### src/rtl/div_pkg.sv
// ============================================================================
// div_pkg : shared widths, FSM state encoding and iteration count for the
//           sequential signed divider.
// Revision: 1.0
// ============================================================================
`default_nettype none

package div_pkg;

  localparam int DIV_DW = 16;
  localparam int DIV_VW = 8;

  typedef enum logic [1:0] {
    IDLE = 2'd0,
    CALC = 2'd1,
    FIX  = 2'd2,
    DONE = 2'd3
  } div_state_e;

  // One quotient bit per iteration, so the count equals the dividend width.
  function automatic int div_iters(input int dw);
    return dw;
  endfunction

  localparam int DIV_ITERS = div_iters(DIV_DW);

endpackage

`default_nettype wire

### src/rtl/div_step.sv
// ============================================================================
// div_step : one restoring-division iteration on magnitudes (shift in the next
//            dividend bit, trial subtract, restore on borrow, emit quotient bit).
// Revision: 1.0
// ============================================================================
`default_nettype none

module div_step #(
  parameter int DW = 16,
  parameter int VW = 8
) (
  input  logic [VW:0]   acc_i,
  input  logic [DW-1:0] dq_i,
  input  logic [VW-1:0] dvs_i,
  output logic [VW:0]   acc_o,
  output logic [DW-1:0] dq_o,
  output logic          qbit_o
);

  logic [VW:0]   w_shift;
  logic [VW+1:0] w_diff;

  assign w_shift = {acc_i[VW-1:0], dq_i[DW-1]};
  assign w_diff  = {1'b0, w_shift} - {2'b00, dvs_i};

  // A set top bit of acc_i means the shifted value already exceeds any divisor.
  assign qbit_o = acc_i[VW] | ~w_diff[VW+1];
  assign acc_o  = qbit_o ? w_diff[VW:0] : w_shift;
  assign dq_o   = {dq_i[DW-2:0], qbit_o};

endmodule

`default_nettype wire

### src/rtl/seq_divider.sv
// ============================================================================
// seq_divider : multi-cycle signed (truncating) divider, DW-bit dividend by
//               VW-bit divisor, with divide-by-zero and overflow flags.
// Revision: 1.0
// ============================================================================
`default_nettype none

module seq_divider
  import div_pkg::*;
#(
  parameter int DW = DIV_DW,
  parameter int VW = DIV_VW
) (
  input  logic          clk,
  input  logic          rst,
  input  logic          start,
  input  logic [DW-1:0] dividend,
  input  logic [VW-1:0] divisor,
  output logic [DW-1:0] quotient,
  output logic [VW-1:0] remainder,
  output logic          busy,
  output logic          done,
  output logic          dbz,
  output logic          ovf
);

  localparam logic [DW-1:0] C_LAST_CNT = DW'(div_iters(DW) - 1);
  localparam logic [DW-1:0] C_DVD_MIN  = {1'b1, {(DW-1){1'b0}}};

  div_state_e    state_q, state_d;
  logic [DW-1:0] cnt_q, cnt_d;
  logic [VW:0]   acc_q, acc_d;
  logic [DW-1:0] dq_q, dq_d;
  logic [VW-1:0] dvs_q, dvs_d;
  logic          negq_q, negq_d;
  logic          negr_q, negr_d;
  logic [VW-1:0] rres_q, rres_d;
  logic          dbzp_q, dbzp_d;
  logic          ovfp_q, ovfp_d;
  logic [DW-1:0] quo_q, quo_d;
  logic [VW-1:0] rem_q, rem_d;
  logic          busy_q, busy_d;
  logic          done_q, done_d;
  logic          dbz_q, dbz_d;
  logic          ovf_q, ovf_d;

  logic [DW-1:0] w_dvd_mag;
  logic [VW-1:0] w_dvs_mag;
  logic [VW:0]   w_acc_nxt;
  logic [DW-1:0] w_dq_nxt;
  logic          w_qbit;

  // The most negative value maps to its unsigned magnitude (e.g. 16'h8000).
  assign w_dvd_mag = dividend[DW-1] ? -dividend : dividend;
  assign w_dvs_mag = divisor[VW-1]  ? -divisor  : divisor;

  div_step #(.DW(DW), .VW(VW)) u_step (
    .acc_i  (acc_q),
    .dq_i   (dq_q),
    .dvs_i  (dvs_q),
    .acc_o  (w_acc_nxt),
    .dq_o   (w_dq_nxt),
    .qbit_o (w_qbit)
  );

  always_comb begin
    state_d = state_q;
    cnt_d   = cnt_q;
    acc_d   = acc_q;
    dq_d    = dq_q;
    dvs_d   = dvs_q;
    negq_d  = negq_q;
    negr_d  = negr_q;
    rres_d  = rres_q;
    dbzp_d  = dbzp_q;
    ovfp_d  = ovfp_q;
    quo_d   = quo_q;
    rem_d   = rem_q;
    dbz_d   = dbz_q;
    ovf_d   = ovf_q;
    done_d  = 1'b0;

    case (state_q)
      IDLE: begin
        if (start) begin
          dbz_d  = 1'b0;
          ovf_d  = 1'b0;
          cnt_d  = '0;
          acc_d  = '0;
          dq_d   = w_dvd_mag;
          dvs_d  = w_dvs_mag;
          negq_d = dividend[DW-1] ^ divisor[VW-1];
          negr_d = dividend[DW-1];
          dbzp_d = 1'b0;
          ovfp_d = (dividend == C_DVD_MIN) && (divisor == '1);
          if (divisor == '0) begin
            dbzp_d  = 1'b1;
            ovfp_d  = 1'b0;
            dq_d    = '1;
            rres_d  = dividend[VW-1:0];
            state_d = DONE;
          end else begin
            state_d = CALC;
          end
        end
      end
      CALC: begin
        acc_d = w_acc_nxt;
        dq_d  = w_dq_nxt;
        cnt_d = cnt_q + 1'b1;
        if (cnt_q == C_LAST_CNT) state_d = FIX;
      end
      FIX: begin
        dq_d    = negq_q ? -dq_q : dq_q;
        rres_d  = negr_q ? -acc_q[VW-1:0] : acc_q[VW-1:0];
        state_d = DONE;
      end
      DONE: begin
        quo_d   = dq_q;
        rem_d   = rres_q;
        dbz_d   = dbzp_q;
        ovf_d   = ovfp_q;
        done_d  = 1'b1;
        state_d = IDLE;
      end
      default: state_d = IDLE;
    endcase

    busy_d = (state_d != IDLE);
  end

  always_ff @(posedge clk) begin
    if (rst) begin
      state_q <= IDLE;
      cnt_q   <= '0;
      acc_q   <= '0;
      dq_q    <= '0;
      dvs_q   <= '0;
      negq_q  <= 1'b0;
      negr_q  <= 1'b0;
      rres_q  <= '0;
      dbzp_q  <= 1'b0;
      ovfp_q  <= 1'b0;
      quo_q   <= '0;
      rem_q   <= '0;
      busy_q  <= 1'b0;
      done_q  <= 1'b0;
      dbz_q   <= 1'b0;
      ovf_q   <= 1'b0;
    end else begin
      state_q <= state_d;
      cnt_q   <= cnt_d;
      acc_q   <= acc_d;
      dq_q    <= dq_d;
      dvs_q   <= dvs_d;
      negq_q  <= negq_d;
      negr_q  <= negr_d;
      rres_q  <= rres_d;
      dbzp_q  <= dbzp_d;
      ovfp_q  <= ovfp_d;
      quo_q   <= quo_d;
      rem_q   <= rem_d;
      busy_q  <= busy_d;
      done_q  <= done_d;
      dbz_q   <= dbz_d;
      ovf_q   <= ovf_d;
    end
  end

  assign quotient  = quo_q;
  assign remainder = rem_q;
  assign busy      = busy_q;
  assign done      = done_q;
  assign dbz       = dbz_q;
  assign ovf       = ovf_q;

endmodule

`default_nettype wire

### config.mk
export PLATFORM = sky130hd
export DESIGN_NAME = seq_divider
export DESIGN_NICKNAME = d
export VERILOG_FILES = /design/src/rtl/div_pkg.sv /design/src/rtl/div_step.sv /design/src/rtl/seq_divider.sv
export SDC_FILE = /design/constraint.sdc
export NUM_CORES = 1
export LEC_CHECK = 0
export CAP_MARGIN = 20
export CORE_MARGIN = 5
export CORE_UTILIZATION = 45
export CTS_CLUSTER_DIAMETER = 30
export DETAILED_ROUTE_END_ITERATION = 6
export PLACE_DENSITY = 0.77
export SLEW_MARGIN = 10
export SYNTH_ARGS = -nofsm -noshare
export SYNTH_HDL_FRONTEND = slang
export SYNTH_SLANG_ARGS = --single-unit
### constraint.sdc
create_clock -name clk -period 1.98 [get_ports clk]
set_input_delay 0.198 -clock clk [delete_from_list [all_inputs] [get_ports clk]]
set_output_delay 0.198 -clock clk [all_outputs]
set_load 0.03 [all_outputs]
**Word level (Yosys, flattened, before mapping)**

Index checks and enable logic that the tools add are counted.

- Bits in registers: 91
- Latch bits: 0
- RAM bits: 0
- Bits in read-only memories: 0
- Input bits: 27
- Output and inout port bits: 28
- Word-level logic and storage cells: 72
- Memories: 0

- $add $sub $neg: 6
- Multipliers: 0
- Div/mod/pow operators: 0
- Magnitude comparators: 0
- Equality and inequality tests: 9
- Shift-type cells: 0
- Mux-type cells: 25
- Bitwise gates (word level): 3
- Reduce and logical (&&, ||, !) cells: 13

Operator list:

| kind | count |
|---|---|
| $mux 16 | 5 |
| $pmux 16 s3 | 1 |
| $mux 8 | 4 |
| $neg 16->16 | 2 |
| $pmux 16 s2 | 1 |
| $mux 9 | 2 |
| $pmux 9 s2 | 1 |
| $add 16x1->16 const B | 1 |
| $eq 16x16->1 const B | 1 |
| $eq 16x4->1 const B | 1 |
| $neg 8->8 | 2 |
| $pmux 8 s2 | 1 |
| $sub 9x8->10 | 1 |
| $eq 8x8->1 const B | 1 |
| $logic_not 8->1 | 1 |
| $pmux 2 s4 | 1 |
| $reduce_bool 2->1 | 4 |
| $mux 2 | 3 |
| $ne 2x2->1 const B | 3 |
| $reduce_and 2->1 | 3 |
| $reduce_and 3->1 | 2 |
| $eq 2x2->1 const B | 2 |
| $mux 1 | 4 |
| $pmux 1 s2 | 2 |
| 7 further kinds | 7 |

**Depth between registers and ports, before layout**

- Depth in word-level cells: 5
- Gate-level depth with buffers: 12
- Gate-level depth less buffers: 10

**Modules after synthesis**

A second synthesis with hierarchy kept.

- Cell total of the unflattened synthesis: 645
- Area, all modules: 5,350.1 µm²

By module, submodules not included:

| module | instances | cells an instance | area each (µm²) | seq. area each (µm²) |
|---|---|---|---|---|
| seq_divider | 1 | 559 | 4,704.5 | 1,821.7 |
| div_step | 1 | 86 | 645.6 | 0.0 |

**Least setup slack after synthesis**

No wires, ideal clock.

- Path type: register to register
- Start: register dq_q[15]
- End: register acc_q[8]
- Library setup time: 125 ps
- Arrival time: 2,031 ps
- Data required time: 1,855 ps
- Slack: -177 ps
- Cell stages (with the launch flop): 11
- Path buffers: 0
- Period minus slack after synthesis: 2,157 ps
- Cells stage by stage: dfxtp_1 -> inv_1 -> ha_1 -> inv_1 -> fa_1 -> a21o_1 -> a21oi_1 -> o21bai_1 -> a221o_1 -> a32oi_1 -> o41ai_1

- Word-level cells in the longest chain between the ends: 5

RTL lines:

| item | RTL line | text |
|---|---|---|
| start: declaration | seq_divider.sv:33 | `logic [DW-1:0] dq_q, dq_d;` |
| start signal: assignment | seq_divider.sv:154 | `dq_q <= dq_d;` |
| $sub 9x8->10 (*) | div_step.sv:24 | `assign w_diff = {1'b0, w_shift} - {2'b00, dvs_i};` |
| $not 1->1 | div_step.sv:27 | `assign qbit_o = acc_i[VW] \| ~w_diff[VW+1];` |
| $or 1x1->1 | div_step.sv:27 |  |
| $mux 9 (*) | div_step.sv:28 | `assign acc_o = qbit_o ? w_diff[VW:0] : w_shift;` |
| $pmux 9 s2 (*) | seq_divider.sv:83 | `case (state_q)` |
| end signal: assignment | seq_divider.sv:136 | `acc_q <= '0;` |
| end signal: assignment | seq_divider.sv:153 | `acc_q <= acc_d;` |
| end: declaration | seq_divider.sv:32 | `logic [VW:0] acc_q, acc_d;` |

Mark *: on every way between the ends. The rest lies on a longest branch, timed or not.
A chain may end at the register's enable or synchronous reset.

**Final worst setup path**

Same ends and word-level chain as after synthesis.

==> flow_summary.yaml <==
cells_and_area:
  area_growth_pct: 36.3
  final_cell_mix: "107 x buf_4, 88 x nor2_1, 80 x dfxtp_1"
  drive_above_1_share: 0.254
  diodes: 0
  layout_commonest_cell: "buf_4"
  final_area_sq_um: 7210
  fin_nets: 824
power_and_ir_drop:
  cellPowerDensity_nw_per_um2: 710
  power_w: 0.00512
  p_leak_nw: 2.76
  worst_ir_drop_vdd_v: 0.000385
placement:
  dpl_cell_area_sq_um: 6590
  io_buffers: 54
  hpwl_um: 11400
  place.gp.congestion: 0.968
  pre_cts_ws_ns: -0.226
route:
  firstDrtPassIters: 5
  vias: 5271
  drcViolationCount: 0
  routed_via_density: 5.69
  route.antenna.remaining_nets: 0
  drt_wl_total_um: 15200
  post_drt_wl_per_cell_um: 16.5
  drt_iter0_drc: 330
worst_setup_path:
  cp-start-kind: "flip-flop"
  max_stage_delay_ns: 0.33
  path_buf_inv: 2
  critPathKind: "reg2reg"
  critPathTopFamily: "compound AO/OA/AOI/OAI gates"
  worstPathRequired_ns: 2.22
  worstPathMaxFanout: 2
  critPathMostFrequentCell: "inv_2"
  cp-end-kind: "flip-flop"
  worstPathCellList: "inv_2 > ha_4 > inv_2 > fa_2 > a21o_1 > a21oi_2 > o21bai_2 > a221o_1 > a32oi_1 > o41ai_1"
  cp_slowest_cell: "dfxtp_2"
  cp.arrival_ns: 2.30
cts:
  clock_latency_ns: 0.35
  cts.clk_slew.worst_paths_ns: 0.08
  clockRootBuffer: "clkbuf_16"
  cts.htree.levels: 3
  tritoncts: "done"
  clockBufferDepth: 2
  cts_sinks: 91
  numCtsBuffers: 9
global_routing:
  antenna_found_initial: 0
  grt_first_pass_wirelength_um: 24800
  grt_pass1_vias: 5099
  gr-total-overflow: 0
  grt_max_degree: 37
  grt_use_total: 0.211
sta:
  final_hold_viol_count: 0
  fin_crit_sh: 1.04
  skew_ns: 0.0105
  finalCriticalPeriod_ns: 2.06
  rsz0062_at_grt: "yes"
  fmax_mhz: 485
  slew_headroom: 0.675
  finalSetupViolCount: 2
  worstMarginPinSlew_ns: 0.475
  fin_ws_ns: -0.0801
  slew_viol_final: 0
synthesis:
  ys.flop_type: "dfxtp_1"
  yosys.area.top_type: "dfxtp_1"
  synth_cell_types: 68
  avgSynthCellArea_sq_um: 8.20
  ys_ff_latch: 91
  yosysWarnings: 0
  syn_nets: 691
  synth_top_cell_area_share: 0.344
  ys_seq_area_frac: 0.344
  synthTopCellsByArea: "dfxtp_1 34%, mux2i_1 6.8%, nor2_1 6.2%"
  async_reset_ff_frac: 0
  syn-cell-area_sq_um: 5290
  synth_edf_count: 0
  synthCells: 645
status:
  violations: "setup timing"
  status: "finished with violations"
floorplan:
  dieArea_sq_um: 14000
  initial_core_util: 0.461
  io_pins: 55
  die_h_um: 118
  die_x_um: 118
  design.core.area_sq_um: 11500
  rows: 39
run:
  drv_cap: 0
hold_path:
  hold_class: "in2reg"
==> layout make-up <==
class | count | area, sq um
Multi-Input combinational cell | 487 | 3420
Timing Repair Buffer | 165 | 1390
Fill cell | 899 | 4260
Clock inverter | 7 | 72.6
Tap cell | 143 | 179
Sequential cell | 91 | 1840
Inverter | 24 | 90.1
Clock buffer | 9 | 225
==> Yosys cell counts, types with 6 or more instances <==
| cell type | instances |
|---|---|
| clkbuf_1 | 27 |
| or3_1 | 8 |
| a31oi_1 | 7 |
| a21oi_1 | 42 |
| a32oi_1 | 7 |
| inv_1 | 24 |
| nand2b_1 | 7 |
| a211oi_1 | 21 |
| nor2b_1 | 11 |
| nor3_1 | 10 |
| buf_2 | 6 |
| xnor2_1 | 20 |
| ha_1 | 18 |
| dfxtp_1 | 91 |
| o21ai_0 | 30 |
| mux2i_1 | 36 |
| nand4_1 | 10 |
| buf_1 | 7 |
| nand3_1 | 9 |
| nor2_1 | 88 |
| xor2_1 | 23 |
| o31ai_1 | 9 |
| nand2_1 | 53 |
==> sequential cells by signal (all words and copies together), names as in the netlist, 2 cells and up <==
| signal | cells |
|---|---|
| cnt_q | 16 |
| rres_q | 8 |
| quotient | 16 |
| dq_q | 16 |
| dvs_q | 8 |
| state_q | 2 |
| remainder | 8 |
| acc_q | 9 |
==> power by group <==
part           switching, W  leakage, nW  internal (W)
sequential        0.0000809        0.743       0.00190
combinational      0.000699         1.87      0.000729
clock              0.000822        0.142      0.000887
==> cell families (layout without fill, tap and decap cells) <==
family,after synthesis,in the layout,share of synthesized area
simple gates,232,232,0.221
compound gates,155,155,0.192
flops,91,91,0.344
buf+inv,67,205,0.0525
xor+xnor,43,43,0.0712
mux,38,38,0.0724
fa+ha+maj,19,19,0.0464
==> per-layer routing <==
metal / vias up / GRT usage / part of all wire
li1: 2569 / - / -
met1: 2516 / 0.249 / 0.42
met2: 152 / 0.376 / 0.52
met3: 34 / 0.0382 / 0.045
met4: 0 / 0.0850 / 0.025
met5: - / 0 / 0
==> metrics by stage <==
step / std cells / setup TNS (ns) / util / hold slack, ns
2_1_floorplan: 645 / -0.0475 / - / 0.334
3_3_place_gp: 898 / -2.57 / 0.574 / 0.443
3_5_place_dp: 898 / -4.16 / 0.574 / 0.449
4_1_cts: 920 / -0.149 / 0.612 / 0.219
5_1_grt: 926 / -0.908 / 0.629 / 0.246
6_report: 926 / -0.0939 / 0.629 / 0.222
==> worst reg2reg max path: cells and delay by family (launching register included) <==
family                     cells  cell delay (ns)
adders and majority gates      2             0.47
DFF                            1             0.33
buffers and inverters          2             0.11
AOI/OAI and AO/OA              6             1.04
==> final timing paths <==
check	slack (ns)	cells after the start	from	endpoint
worst min register to register	0.46	2	dvs_q[7]$_SDFFE_PP0P_	dvs_q[7]$_SDFFE_PP0P_
worst min-delay path	0.22	3	rst	dvs_q[5]$_SDFFE_PP0P_
worst max-delay path	-0.08	10	dq_q[15]$_SDFFE_PP0P_	acc_q[8]$_SDFFE_PP0P_
worst max register to register	-0.08	10	dq_q[15]$_SDFFE_PP0P_	acc_q[8]$_SDFFE_PP0P_
==> timing repair <==
action / in CTS / in global routing
resized for setup: 25 / 36
setup endpoints to repair: 28 / 32
buffers inserted: 6 / 6
hold buffers: 0 / 0
pin swaps: 12 / 15
No activity file was read; power rests on OpenSTA's default activity.
